**src/rtl/uart_pkg.sv**
```systemverilog
// Shared definitions for the UART transmit-queue slice: data width and launch FSM states.
package uart_pkg;

  localparam int UART_DATA_W = 8;

  typedef enum logic [1:0] {
    IDLE      = 2'd0,
    LAUNCH    = 2'd1,
    WAIT_BUSY = 2'd2,
    WAIT_DONE = 2'd3
  } txq_state_e;

  function automatic int cnt_w(input int depth);
    return $clog2(depth) + 1;
  endfunction

endpackage

```
**src/rtl/uart_tx_queue_if.sv**
```systemverilog
// Host write port plus transmitter launch handshake for uart_tx_queue.
// UART_TXQ_FLUSH_EN adds the flush strobe.
interface uart_tx_queue_if
  import uart_pkg::*;
#(
  parameter int DEPTH = 16
);

  logic                      wr_en;
  logic [UART_DATA_W-1:0]    wr_data;
  logic                      full;
  logic                      empty;
  logic [cnt_w(DEPTH)-1:0]   count;
  logic                      overflow;
  logic                      tx_start;
  logic [UART_DATA_W-1:0]    tx_data;
  logic                      tx_busy;
  logic                      timeout_err;
`ifdef UART_TXQ_FLUSH_EN
  logic                      flush;
`endif

  modport slave (
    input  wr_en, wr_data, tx_busy,
`ifdef UART_TXQ_FLUSH_EN
    input  flush,
`endif
    output full, empty, count, overflow, tx_start, tx_data, timeout_err
  );

  modport master (
    output wr_en, wr_data, tx_busy,
`ifdef UART_TXQ_FLUSH_EN
    output flush,
`endif
    input  full, empty, count, overflow, tx_start, tx_data, timeout_err
  );

endinterface

```
**src/rtl/uart_sync_fifo.sv**
```systemverilog
// DEPTH x 8 synchronous FIFO with registered count/full/empty and sticky overflow.
// clr empties the FIFO and outranks a simultaneous write.
module uart_sync_fifo
  import uart_pkg::*;
#(
  parameter int DEPTH = 16
) (
  input  logic                      clk,
  input  logic                      rst,
  input  logic                      clr,
  input  logic                      wr_en,
  input  logic [UART_DATA_W-1:0]    wr_data,
  input  logic                      rd_en,
  output logic [UART_DATA_W-1:0]    rd_data,
  output logic                      full,
  output logic                      empty,
  output logic [cnt_w(DEPTH)-1:0]   count,
  output logic                      overflow
);

  localparam int PTR_W = $clog2(DEPTH);
  localparam int CNT_W = cnt_w(DEPTH);
  localparam logic [CNT_W-1:0] DEPTH_C = CNT_W'(DEPTH);

  logic [UART_DATA_W-1:0] mem_q [DEPTH];
  logic [PTR_W-1:0] wr_ptr_q, wr_ptr_d;
  logic [PTR_W-1:0] rd_ptr_q, rd_ptr_d;
  logic [CNT_W-1:0] count_q, count_d;
  logic             full_q, full_d;
  logic             empty_q, empty_d;
  logic             overflow_q, overflow_d;
  logic             wr_ok;
  logic             pop;

  always_comb begin
    wr_ok      = wr_en && !full_q && !clr;
    pop        = rd_en && !empty_q && !clr;
    wr_ptr_d   = wr_ptr_q;
    rd_ptr_d   = rd_ptr_q;
    count_d    = count_q;
    overflow_d = overflow_q;
    if (clr) begin
      wr_ptr_d = '0;
      rd_ptr_d = '0;
      count_d  = '0;
    end else begin
      if (wr_ok) wr_ptr_d = wr_ptr_q + 1'b1;
      if (pop)   rd_ptr_d = rd_ptr_q + 1'b1;
      case ({wr_ok, pop})
        2'b10:   count_d = count_q + 1'b1;
        2'b01:   count_d = count_q - 1'b1;
        default: count_d = count_q;
      endcase
      // full is the pre-edge value, so a same-edge pop never rescues the write
      if (wr_en && full_q) overflow_d = 1'b1;
    end
    full_d  = (count_d == DEPTH_C);
    empty_d = (count_d == '0);
  end

  always_ff @(posedge clk) begin
    if (rst) begin
      wr_ptr_q   <= '0;
      rd_ptr_q   <= '0;
      count_q    <= '0;
      full_q     <= 1'b0;
      empty_q    <= 1'b1;
      overflow_q <= 1'b0;
    end else begin
      wr_ptr_q   <= wr_ptr_d;
      rd_ptr_q   <= rd_ptr_d;
      count_q    <= count_d;
      full_q     <= full_d;
      empty_q    <= empty_d;
      overflow_q <= overflow_d;
    end
  end

  always_ff @(posedge clk) begin
    if (wr_ok) mem_q[wr_ptr_q] <= wr_data;
  end

  assign rd_data  = mem_q[rd_ptr_q];
  assign full     = full_q;
  assign empty    = empty_q;
  assign count    = count_q;
  assign overflow = overflow_q;

endmodule

```
**src/rtl/uart_tx_queue.sv**
```systemverilog
// Byte queue and launch controller feeding the UART transmitter.
// Optional UART_TXQ_FLUSH_EN adds a flush input that empties the queue.
module uart_tx_queue
  import uart_pkg::*;
#(
  parameter int DEPTH        = 16,
  parameter int BUSY_TIMEOUT = 64
) (
  input logic            clk,
  input logic            rst,
  uart_tx_queue_if.slave bus
);

  localparam int TMO_W = $clog2(BUSY_TIMEOUT + 1);
  localparam logic [TMO_W-1:0] TMO_LAST = TMO_W'(BUSY_TIMEOUT - 1);

  logic                      flush_i;
  logic                      pop;
  logic [UART_DATA_W-1:0]    head;
  logic                      fifo_full;
  logic                      fifo_empty;
  logic                      fifo_ovf;
  logic [cnt_w(DEPTH)-1:0]   fifo_count;

  txq_state_e             state_q, state_d;
  logic                   tx_start_q, tx_start_d;
  logic [UART_DATA_W-1:0] tx_data_q, tx_data_d;
  logic [TMO_W-1:0]       tmo_q, tmo_d;
  logic                   timeout_err_q, timeout_err_d;

`ifdef UART_TXQ_FLUSH_EN
  assign flush_i = bus.flush;
`else
  assign flush_i = 1'b0;
`endif

  uart_sync_fifo #(.DEPTH(DEPTH)) u_fifo (
    .clk      (clk),
    .rst      (rst),
    .clr      (flush_i),
    .wr_en    (bus.wr_en),
    .wr_data  (bus.wr_data),
    .rd_en    (pop),
    .rd_data  (head),
    .full     (fifo_full),
    .empty    (fifo_empty),
    .count    (fifo_count),
    .overflow (fifo_ovf)
  );

  always_comb begin
    state_d       = state_q;
    tx_start_d    = 1'b0;
    tx_data_d     = tx_data_q;
    tmo_d         = tmo_q;
    timeout_err_d = timeout_err_q;
    pop           = 1'b0;
    case (state_q)
      IDLE: begin
        if (!fifo_empty && !bus.tx_busy && !flush_i) begin
          pop        = 1'b1;
          tx_data_d  = head;
          tx_start_d = 1'b1;
          state_d    = LAUNCH;
        end
      end
      LAUNCH: begin
        tmo_d   = '0;
        state_d = WAIT_BUSY;
      end
      WAIT_BUSY: begin
        if (bus.tx_busy) begin
          state_d = WAIT_DONE;
        end else begin
          tmo_d = tmo_q + 1'b1;
          if (tmo_d == TMO_LAST) begin
            timeout_err_d = 1'b1;
            state_d       = IDLE;
          end
        end
      end
      WAIT_DONE: begin
        if (!bus.tx_busy) state_d = IDLE;
      end
      default: state_d = IDLE;
    endcase
    // a frame already handed to the transmitter still runs to completion
    if (flush_i && (state_q == LAUNCH || state_q == WAIT_BUSY)) state_d = IDLE;
  end

  always_ff @(posedge clk) begin
    if (rst) begin
      state_q       <= IDLE;
      tx_start_q    <= 1'b0;
      tx_data_q     <= '0;
      tmo_q         <= '0;
      timeout_err_q <= 1'b0;
    end else begin
      state_q       <= state_d;
      tx_start_q    <= tx_start_d;
      tx_data_q     <= tx_data_d;
      tmo_q         <= tmo_d;
      timeout_err_q <= timeout_err_d;
    end
  end

  assign bus.full        = fifo_full;
  assign bus.empty       = fifo_empty;
  assign bus.count       = fifo_count;
  assign bus.overflow    = fifo_ovf;
  assign bus.tx_start    = tx_start_q;
  assign bus.tx_data     = tx_data_q;
  assign bus.timeout_err = timeout_err_q;

endmodule

```
**src/flat_wrapper.sv**
```systemverilog
// flat-port wrapper written by rule: the top's interface ports become plain ports
module uart_tx_queue_flat import uart_pkg::*;
#(
  parameter int DEPTH        = 16,
  parameter int BUSY_TIMEOUT = 64
)
  (clk, rst, bus_wr_en, bus_wr_data, bus_tx_busy, bus_full, bus_empty, bus_count, bus_overflow, bus_tx_start, bus_tx_data, bus_timeout_err);
  uart_tx_queue_if #(.DEPTH(DEPTH)) bus_i ();
  input logic clk;
  input logic rst;
  input wire logic [$bits(bus_i.wr_en)-1:0] bus_wr_en;
  input wire logic [$bits(bus_i.wr_data)-1:0] bus_wr_data;
  input wire logic [$bits(bus_i.tx_busy)-1:0] bus_tx_busy;
  output wire logic [$bits(bus_i.full)-1:0] bus_full;
  output wire logic [$bits(bus_i.empty)-1:0] bus_empty;
  output wire logic [$bits(bus_i.count)-1:0] bus_count;
  output wire logic [$bits(bus_i.overflow)-1:0] bus_overflow;
  output wire logic [$bits(bus_i.tx_start)-1:0] bus_tx_start;
  output wire logic [$bits(bus_i.tx_data)-1:0] bus_tx_data;
  output wire logic [$bits(bus_i.timeout_err)-1:0] bus_timeout_err;
  assign bus_i.wr_en = bus_wr_en;
  assign bus_i.wr_data = bus_wr_data;
  assign bus_i.tx_busy = bus_tx_busy;
  assign bus_full = bus_i.full;
  assign bus_empty = bus_i.empty;
  assign bus_count = bus_i.count;
  assign bus_overflow = bus_i.overflow;
  assign bus_tx_start = bus_i.tx_start;
  assign bus_tx_data = bus_i.tx_data;
  assign bus_timeout_err = bus_i.timeout_err;
  uart_tx_queue #(.DEPTH(DEPTH), .BUSY_TIMEOUT(BUSY_TIMEOUT)) u_core (.clk(clk), .rst(rst), .bus(bus_i));
endmodule
```
**config.mk**
```make
export PLATFORM = sky130hd
export DESIGN_NAME = uart_tx_queue_flat
export DESIGN_NICKNAME = d
export VERILOG_FILES = /design/src/rtl/uart_pkg.sv /design/src/rtl/uart_tx_queue_if.sv /design/src/rtl/uart_sync_fifo.sv /design/src/rtl/uart_tx_queue.sv /design/src/flat_wrapper.sv
export SDC_FILE = /design/constraint.sdc
export NUM_CORES = 1
export LEC_CHECK = 0
export ABC_AREA = 1
export BUFFER_PORTS_ARGS = -buffer_cell sky130_fd_sc_hd__buf_2
export CORE_MARGIN = 8
export CORE_UTILIZATION = 35
export DETAILED_ROUTE_END_ITERATION = 8
export HOLD_SLACK_MARGIN = 0.05
export MAX_ROUTING_LAYER = met4
export SYNTH_ARGS = -nofsm -noshare
export SYNTH_HDL_FRONTEND = slang
export SYNTH_SLANG_ARGS = --single-unit
```
**constraint.sdc**
```tcl
create_clock -name clk -period 5.9 [get_ports clk]
set_clock_uncertainty 0.2 [all_clocks]
set_input_delay 1.77 -clock clk [delete_from_list [all_inputs] [get_ports clk]]
set_output_delay 1.77 -clock clk [all_outputs]
set_load 0.01 [all_outputs]
```
==> qor.txt <==
Cell taking the most area after synthesis = edfxtp_1
Synth Net Count = 637
Netlist Area Pre-Place = 0.006832 mm^2
Fmax = 0.2636 GHz
Critical-path cell list = buf_2 > nor2_4 > nand2_1 > inv_1 > ha_1 > nand2_1 > nand2_1 > nand3_2 > clkinv_1 > nand3_1 > nand3_1 > nand2_1 > nand2_2 > nand2_2 > nor2_2
Reg-to-reg startpoint = u_core.u_fifo.rd_ptr_q[0]
Post-CTS resize count = 0
Area grow syn2layout = 12.82%
Placer Congestion = 0.8530
Worst reg-to-reg path cell count = 8
GRT Total Usage = 13.72%
Via count = 4,640
Antenna cells = 0
Proportion of netlist area held by the largest area contributor = 56.26%
Worst Setup End Kind = register
Drt total wl = 15,910 um
Async set-or-reset flop fraction in the synthesized netlist = 0%
# setup viols final = 0
Pleak = 0.002715 uW
Most Frequent Cell on Critical Path = nand2_1
Overflow left after global routing = 0
Worst path top cell family by delay = simple AND/OR/NAND/NOR gates
Cells after Synth = 616
Register bit total from synthesis = 163
RSZ-0062 raised after global routing = no
R2r endpoint = u_core.bus.tx_data[2]
Worst-path clk slew = 0.06 ns
Number of global-route vias before repair = 4,411
I/O Pins = 30
Post-Layout Cell Count = 911
CP Launch Type = input port
Outcome = finished clean
Post-synth EDFFs = 128
Largest net degree at the start of global routing = 68
Final Cycle Share = 64.31%
Fin Hold WS = 0.2688 ns
DRT iter0 DRCs = 399
Hold_sp = u_core.bus.timeout_err
Warning count from the yosys run = 0
Req. time, crit path = 6.06 ns
Slew HR = 30.49%
Nets = 655
Hold Crit Class = reg2reg
Min-Delay Path Depth = 1
CTS root buffer = clkbuf_16
Ys flop type = edfxtp_1
Die width = 155.7 um
Part of the Yosys area used for sequential elements = 66.52%
Met3 Wirelength = 784 um
Fillers = 1,838
Reg2reg setup slack = 3.02 ns
Placed Cells incl. Taps = 880
CP Class = in2reg
Maximum vdd drop = 0.0002115 V
CP peak stage delay = 0.51 ns
Worst Hold Path EP = u_core.bus.timeout_err
Initial Util = 35.33%
CTS Hold Buffers Added = 0
Yosys cell types = 37
First-pass GRT wire length = 24,730 um
Die area = 0.02425 mm^2
Setup Buffers After CTS = 0
CTS tree = yes
CP bufs+invs = 3
Antenna Nets Post-Route = 0
Top sig layer = met4
Met2 Wirelength = 7464 um
Die height = 155.7 um
Post-synth top cells = edfxtp_1 (128), nor2_1 (117), o21ai_0 (63)
Rows = 51
Reported max-cap violation count = 0
Drt drc = 0
Fin Setup TNS = 0 ns
Vias/cell = 5.093
Syn Area/Cell = 11.09 um^2
Met1 wire length = 7522 um
Core Footprint = 0.01933 mm^2
Most frequent cell after synthesis = edfxtp_1
Critical path peak fanout = 20
TritonCTS buffer count = 17
DR WL/cell = 17.47 um
Count of input and output buffers = 29
Critical path arrival = 3.95 ns
Slew @ Worst Pin = 1.041 ns
H-tree lvl count = 4
Initial antenna violation count = 0
Min cycle time layout = 3.794 ns
Clk Latency, worst-skew pair = 0.42 ns
Share of layout cells above drive strength 1 = 12.07%
Clock Path Buffers = 2
PD cells = 383.8 mW/mm^2
Worst path slowest cell = inv_1
Synth area leaders = edfxtp_1 (56%), dfxtp_1 (10%), nor2_1 (6.4%), o21ai_0 (4.6%), o211ai_1 (3.3%)
First-pass iteration count of the detailed router = 5
Final HPWL DP = 10,040 um
Clock sink count = 163
Max Slew Vio Count = 0
Fin. Hold Viols = 0
==> kinds of logic after synthesis <==
| logic type | count (synthesis) | share of synthesized area, % |
|---|---|---|
| compound gates | 137 | 11.87 |
| xor+xnor | 7 | 1.007 |
| fa+ha+maj | 9 | 1.648 |
| buf+inv | 79 | 4.817 |
| flops | 163 | 66.52 |
| simple gates | 221 | 14.14 |
==> layout make-up <==
| class | instances | area [um^2] | area share, % |
|---|---|---|---|
| well taps | 265 | 331.6 | 4.302 |
| clock inverters | 13 | 110.1 | 1.429 |
| multi-input cells | 374 | 1958 | 25.41 |
| clock buffers | 18 | 429.2 | 5.568 |
| inverters | 48 | 180.2 | 2.338 |
| repair buffers | 30 | 152.6 | 1.981 |
| flip-flops and latches | 163 | 4546 | 58.98 |
==> sequential cells by signal (all words and copies together), names as in the netlist, 2 cells and up <==
| register | flops |
|---|---|
| u_core.u_fifo.count | 5 |
| u_core.u_fifo.rd_ptr_q | 4 |
| u_core.tmo_q | 7 |
| u_core.u_fifo.wr_ptr_q | 4 |
| u_core.u_fifo.mem_q | 128 |
| u_core.bus.tx_data | 8 |
| u_core.state_q | 2 |
==> worst max path at each step <==
stage	start	slack, ns	depth (start not counted)	end
global route	bus_tx_busy	1.81	16	u_core.u_fifo.count[4]
detailed placement	bus_tx_busy	1.70	16	u_core.u_fifo.count[4]
floorplan	bus_tx_busy	2.30	17	u_core.u_fifo.count[4]
finish	bus_tx_busy	2.11	15	u_core.u_fifo.full
global placement	bus_tx_busy	1.84	16	u_core.u_fifo.count[4]
CTS	bus_tx_busy	2.12	15	u_core.u_fifo.full
==> where the power goes <==
group          internal, uW  switching [uW]  leakage [uW]
sequential             1290            57.5       0.00144
clock                   577             445      0.000263
combinational           177             406       0.00101
==> layer usage <==
metal	track usage [%]	vias up
met3	2.770	9
met5	-	-
li1	-	2205
met1	18.19	2275
met4	4.067	0
met2	20.94	151
==> through the flow <==
stage          setup WS (ns)  power (uW)  area, um^2  utilization (%)
6_report               2.106        2958        7707            39.86
5_1_grt                1.811        3094        7707            39.86
2_1_floorplan          2.303        1778        6832                -
4_1_cts                2.123        2976        7707            39.86
3_5_place_dp           1.697        1960        7168            37.07
3_3_place_gp           1.840        1942        7168            37.07
==> worst register-to-register path: stages (launching register included) <==
cell	delay (ns)
dfxtp_2	0.31
buf_4	0.55
inv_2	0.67
o21ai_0	0.38
o221ai_1	0.19
nand3_1	0.17
nand3_1	0.12
o211ai_1	0.12
inv_1	0.06
==> cell usage in the layout, fill, tap and decap left out, types with 4 or more instances in the layout <==
cell,netlist,routed
inv_1,45,45
o22ai_1,5,5
clkinv_2,0,4
clkbuf_16,0,17
ha_1,9,9
nor2_1,117,117
buf_2,17,29
dfxtp_1,35,34
xor2_1,5,5
nand2_2,4,4
edfxtp_1,128,128
o211ai_1,30,30
nand2_1,48,48
o21ai_1,9,9
nand3_1,35,35
o21ai_0,63,63
a21oi_1,18,18
o221ai_1,8,8
Note: power is estimated with default switching activity, not from simulation.
